==> src/rtl/c3lib_ckmux4_sel_ctrl_pkg.sv <==
// Shared types for the c3lib 4:1 clock-mux select sequencer.
// Latency: n/a (types only).
// Backpressure: n/a (types only).
package c3lib_ckmux4_sel_ctrl_pkg;

   // Sequencer states: gate off, wait, switch select, let the mux settle, gate on.
   typedef enum logic [2:0] {
      IDLE     = 3'd0,
      GATE_OFF = 3'd1,
      SWITCH   = 3'd2,
      SETTLE   = 3'd3,
      GATE_ON  = 3'd4
   } ckmux_st_e;

   // Mux select, {s1,s0}.
   typedef logic [1:0] ckmux_sel_t;

endpackage

==> src/rtl/c3lib_ckmux4_sel_ctrl.sv <==
// Glitch-safe select sequencer for the c3lib 4:1 clock mux: gate off, switch s1/s0, settle, gate on.
// Latency: GATE_CYC+SETTLE_CYC+2 cycles from an accepted request to sel_done (1 cycle if already selected).
// Backpressure: requests are taken only while idle; busy requests are dropped, or with
//               C3LIB_CKMUX4_SEL_CTRL_QUEUE_EN defined, held in a one-deep newest-wins slot.
//
// Ports:
//   clk         always-on reference clock
//   rst_n       asynchronous active-low reset
//   sel_req     request strobe, sampled every cycle
//   sel_new     requested source {s1,s0}, valid with sel_req
//   sel_busy    high whenever the sequencer is not idle
//   sel_done    1-cycle pulse: requested source is live and gated on
//   sel_drop    1-cycle pulse: a request was discarded
//   cur_sel     select currently driven to the mux
//   s0, s1      mux select pins, mirror cur_sel
//   ck_gate_en  enable for the clock gate after the mux output
module c3lib_ckmux4_sel_ctrl
   import c3lib_ckmux4_sel_ctrl_pkg::*;
#(
   parameter ckmux_sel_t RST_SEL    = 2'b00,
   parameter int         GATE_CYC   = 4,
   parameter int         SETTLE_CYC = 8
) (
   input  logic       clk,
   input  logic       rst_n,
   input  logic       sel_req,
   input  logic [1:0] sel_new,
   output logic       sel_busy,
   output logic       sel_done,
   output logic       sel_drop,
   output logic [1:0] cur_sel,
   output logic       s0,
   output logic       s1,
   output logic       ck_gate_en
);

   localparam int CNT_MAX = (GATE_CYC > SETTLE_CYC) ? GATE_CYC : SETTLE_CYC;
   localparam int CNT_W   = $clog2(CNT_MAX + 1);
   localparam logic [CNT_W-1:0] GATE_LD   = CNT_W'(GATE_CYC - 1);
   localparam logic [CNT_W-1:0] SETTLE_LD = CNT_W'(SETTLE_CYC - 1);

   ckmux_st_e        state, state_nxt;
   logic [CNT_W-1:0] cnt, cnt_nxt;
   ckmux_sel_t       tgt, tgt_nxt;
   ckmux_sel_t       cur_sel_nxt;
   logic             startup, startup_nxt;
   logic             done_nxt, drop_nxt, gate_nxt, busy_nxt;

   // Request presented to the IDLE decision this cycle (external or replayed).
   logic             acc_vld;
   ckmux_sel_t       acc_sel;

`ifdef C3LIB_CKMUX4_SEL_CTRL_QUEUE_EN
   logic             pend_vld, pend_vld_nxt;
   ckmux_sel_t       pend_sel, pend_sel_nxt;
`endif

   assign s0 = cur_sel[0];
   assign s1 = cur_sel[1];

   always_comb begin
      state_nxt   = state;
      cnt_nxt     = cnt;
      tgt_nxt     = tgt;
      cur_sel_nxt = cur_sel;
      startup_nxt = startup;
      done_nxt    = 1'b0;
      drop_nxt    = 1'b0;
      acc_vld     = 1'b0;
      acc_sel     = sel_new;

`ifdef C3LIB_CKMUX4_SEL_CTRL_QUEUE_EN
      pend_vld_nxt = pend_vld;
      pend_sel_nxt = pend_sel;
      if (state == IDLE && pend_vld) begin
         // Pending request replays first; a same-cycle external request takes the slot.
         acc_vld      = 1'b1;
         acc_sel      = pend_sel;
         pend_vld_nxt = sel_req;
         if (sel_req) pend_sel_nxt = sel_new;
      end else if (state == IDLE) begin
         acc_vld = sel_req;
      end else if (sel_req) begin
         // Newest wins: an occupied slot is overwritten and its old request dropped.
         drop_nxt     = pend_vld;
         pend_vld_nxt = 1'b1;
         pend_sel_nxt = sel_new;
      end
`else
      acc_vld  = sel_req && (state == IDLE);
      drop_nxt = sel_req && (state != IDLE);
`endif

      case (state)
         IDLE: begin
            if (acc_vld) begin
               if (acc_sel != cur_sel) begin
                  state_nxt = GATE_OFF;
                  cnt_nxt   = GATE_LD;
                  tgt_nxt   = acc_sel;
               end else begin
                  done_nxt  = 1'b1;
               end
            end
         end
         GATE_OFF: begin
            if (cnt == '0) begin
               // Select is registered on entry so s1/s0 move in the SWITCH cycle.
               state_nxt   = SWITCH;
               cur_sel_nxt = tgt;
            end else begin
               cnt_nxt = cnt - CNT_W'(1);
            end
         end
         SWITCH: begin
            state_nxt = SETTLE;
            cnt_nxt   = SETTLE_LD;
         end
         SETTLE: begin
            if (cnt == '0) begin
               state_nxt = GATE_ON;
               // The post-reset gate-on is not the completion of any request.
               done_nxt  = !startup;
            end else begin
               cnt_nxt = cnt - CNT_W'(1);
            end
         end
         GATE_ON: begin
            state_nxt   = IDLE;
            startup_nxt = 1'b0;
         end
         default: begin
            state_nxt = IDLE;
         end
      endcase

      // Gate is open only while idle or in GATE_ON; outputs follow the next state.
      gate_nxt = (state_nxt == IDLE) || (state_nxt == GATE_ON);
      busy_nxt = (state_nxt != IDLE);
   end

   always_ff @(posedge clk or negedge rst_n) begin
      if (!rst_n) begin
         state      <= SETTLE;
         cnt        <= SETTLE_LD;
         tgt        <= RST_SEL;
         cur_sel    <= RST_SEL;
         startup    <= 1'b1;
         ck_gate_en <= 1'b0;
         sel_busy   <= 1'b1;
         sel_done   <= 1'b0;
         sel_drop   <= 1'b0;
      end else begin
         state      <= state_nxt;
         cnt        <= cnt_nxt;
         tgt        <= tgt_nxt;
         cur_sel    <= cur_sel_nxt;
         startup    <= startup_nxt;
         ck_gate_en <= gate_nxt;
         sel_busy   <= busy_nxt;
         sel_done   <= done_nxt;
         sel_drop   <= drop_nxt;
      end
   end

`ifdef C3LIB_CKMUX4_SEL_CTRL_QUEUE_EN
   always_ff @(posedge clk or negedge rst_n) begin
      if (!rst_n) begin
         pend_vld <= 1'b0;
         pend_sel <= RST_SEL;
      end else begin
         pend_vld <= pend_vld_nxt;
         pend_sel <= pend_sel_nxt;
      end
   end
`endif

endmodule
==> config.mk <==
export PLATFORM = sky130hd
export DESIGN_NAME = c3lib_ckmux4_sel_ctrl
export DESIGN_NICKNAME = d
export VERILOG_FILES = /design/src/rtl/c3lib_ckmux4_sel_ctrl_pkg.sv /design/src/rtl/c3lib_ckmux4_sel_ctrl.sv
export SDC_FILE = /design/constraint.sdc
export NUM_CORES = 1
export LEC_CHECK = 0
export ABC_AREA = 1
export CORE_ASPECT_RATIO = 0.8
export CORE_MARGIN = 2
export CORE_UTILIZATION = 35
export DETAILED_ROUTE_END_ITERATION = 8
export PLACE_DENSITY_LB_ADDON = 0.25
export SLEW_MARGIN = 0
export SYNTH_ARGS = -nofsm -noshare
export SYNTH_HDL_FRONTEND = slang
export SYNTH_SLANG_ARGS = --single-unit
export TNS_END_PERCENT = 10
==> constraint.sdc <==
create_clock -name clk -period 1.3 [get_ports clk]
set_input_delay 0.26 -clock clk [delete_from_list [all_inputs] [get_ports clk]]
set_output_delay 0.26 -clock clk [all_outputs]
set_load 0.1 [all_outputs]
==> flow_metrics.env <==
export IMPL_fp_dieH_um=47.9
export IMPL_synth_edff_count=0
export IMPL_final_layout_size_suffix_gt1_frac=0.551
export IMPL_crit_buf_inv=2
export IMPL_synth_async_reset_ratio=1.00
export IMPL_cts_buffer_depth=2
export IMPL_startpoint_type="flip-flop"
export IMPL_final_max_slew_viol_count=0
export IMPL_antennaDiodeCount=0
export IMPL_area_delta_synth_final_pct=48.1
export IMPL_max_slew_margin=0.838
export IMPL_antenna_found_initial=0
export IMPL_critPathArrivalTime_ns=1.08
export IMPL_synthSimpleGateAreaFrac=0.329
export IMPL_routabilityCongestion=0.785
export IMPL_core_area_um2=2210
export IMPL_fill_cells=195
export IMPL_finClkSkew_ns=0.00778
export IMPL_mostFrequentLayoutCell="nand2_1"
export IMPL_port_buffers=12
export IMPL_grt_pass1_wl_um=3010
export IMPL_crit_chain="buf_6 -> buf_12"
export IMPL_htreeDepth=1
export IMPL_ioPinCount=13
export IMPL_finalHoldViolCount=0
export IMPL_ant_nets=0
export IMPL_routed_wl_um=1690
export IMPL_dieArea_um2=2820
export IMPL_fmax_mhz=749
export IMPL_ys_seq_elements=16
export IMPL_grt_pass1_vias=652
export IMPL_cp_end_kind="primary output"
export IMPL_fin_tns_setup_ns=-0.0691
export IMPL_overflow=0
export IMPL_hpwl_um=1260
export IMPL_finalWorstSetupSlack_ns=-0.0356
export IMPL_drtIter0Drc=7
export IMPL_cp_slowest_cell="dfrtp_4"
export IMPL_critPathKind="reg2out"
export IMPL_slowest_delay_ns=0.49
export IMPL_status="finished with violations"
export IMPL_hold_path_class="in2async"
export IMPL_wire_per_inst_um=11.8
export IMPL_ys_flop_type="dfrtp_1"
export IMPL_required_ns=1.04
export IMPL_nNetsFinal=126
export IMPL_fin_crit_sh=1.03
export IMPL_fp_dieW_um=58.9
export IMPL_cts_inserted_buffers=3
export IMPL_rsz0062_at_grt="yes"
export IMPL_synth_top_family_by_area="simple AND/OR/NAND/NOR gates"
export IMPL_min_period_ns=1.34
export IMPL_setup_violations=2
export IMPL_syn_avg_cell_area_um2=9.17
export IMPL_synthMuxAreaShare=0
export IMPL_failed_checks="design-rule violations, negative setup slack"
export IMPL_insertion_delay_ns=0.29
export IMPL_drtPass1Iterations=6
export IMPL_clk_pin_slew_ns=0.10
export IMPL_syn_num_nets=99
export IMPL_ys_seq_area_frac=0.485
export IMPL_synth_compound_area_share=0.0564
export IMPL_grt_max_degree=17
export IMPL_critPathTopFamily="flip-flops"
export IMPL_max_cap_violations=0
export IMPL_vias_per_cell=4.51
export IMPL_crit_fanout=2
export IMPL_synth_area_um2=843
export IMPL_netlist_instances=92
export IMPL_ys_types=22
export IMPL_cts_sinks=16
export IMPL_utilization=0.564
export IMPL_rows=15
export IMPL_yosys_warnings=0
export IMPL_start_util=0.381
export IMPL_final_cell_mix="nand2_1, buf_4, nand2_2, buf_12"
export IMPL_cts_tree="built"
export IMPL_tightest_slew_ns=0.242
export IMPL_yosys_area_share_xor_xnor=0.0208
export IMPL_vias=645
export IMPL_grt_usage=0.153
export IMPL_cts_root_buf="clkbuf_4"
export IMPL_route_detailed_drc=1
export IMPL_synth_fa_ha_area_frac=0.0297
## metrics by stage
step	std cells	cell area [um^2]	worst slack [ns]	hold WS, ns
after floorplan	92	861	-0.00575	-0.0356
after global placement	137	1150	-0.132	0.464
after detailed placement	137	1150	-0.183	0.470
after CTS	143	1220	-0.0481	0.277
after global routing	143	1250	-0.0713	0.292
final	143	1250	-0.0356	0.275
## final cells by class
class                      instances  area (um^2)  share of cell area
multi-input combinational         61          427               0.342
sequential                        16          417               0.334
timing repair buffer              24          294               0.235
inverter                          13         53.8              0.0431
tap                               25         31.3              0.0251
clock buffer                       4         26.3              0.0210
## timing repair
item	4_1_cts	5_1_grt
setup endpoints to repair	8	15
buffers inserted	2	0
hold buffers	0	0
pin swaps	4	3
cloned	0	0
gates resized for setup	10	5
## synthesized netlist by cell type, types with 2 or more instances
cell	n	area share
a21oi_1	3	0.018
dfstp_2	7	0.22
nor2_2	3	0.022
xnor2_1	2	0.021
nand2_2	11	0.082
ha_1	2	0.030
nand2_1	18	0.080
nor2_1	4	0.018
nand3_1	6	0.036
buf_4	2	0.018
inv_1	8	0.036
o21ai_0	2	0.012
dfrtp_1	9	0.27
inv_2	4	0.018
nand2_4	2	0.027
o21ai_1	3	0.018
## kinds of logic after synthesis
logic type	Yosys count
buffers and inverters	15
flip-flops	16
AND/OR/NAND/NOR	48
AO/OA/AOI/OAI	9
XOR/XNOR	2
adder cells (fa/ha/maj)	2
## worst paths after layout
| path | start | end | slack, ns | cells past startpoint |
|---|---|---|---|---|
| max in group asynchronous | rst_n | state[1] | 0.77 | 2 |
| hold / removal | rst_n | cnt[3] | 0.27 | 2 |
| setup reg to reg | cur_sel[1] | cnt[3] | 0.01 | 9 |
| hold reg to reg | tgt[0] | tgt[0] | 0.49 | 2 |
| min in group clk | tgt[0] | tgt[0] | 0.49 | 2 |
| setup / recovery | cur_sel[1] | cur_sel[1] | -0.04 | 2 |
## state kept, by name, indices dropped and copies added, names as in the netlist
register / count
sel_drop: 1
state: 3
cur_sel: 2
ck_gate_en: 1
startup: 1
cnt: 4
tgt: 2
sel_busy: 1
sel_done: 1
## worst register-to-register path, delay by kind of cell, from the launching register on
family / cells / cell delay, ns
DFF: 1 / 0.49
and+or+nand+nor: 7 / 0.52
buffers and inverters: 2 / 0.19
## routing by layer
metal  vias up  global-route usage  share of wire
li1        335                   -              -
met1       288               0.191           0.47
met2        16               0.238           0.45
met3         6              0.0541          0.050
met4         0              0.0773          0.027
met5         -                   0              0
Power is not shown: default switching activity piles up to over one toggle a cycle in this logic, so the estimate is an artifact.
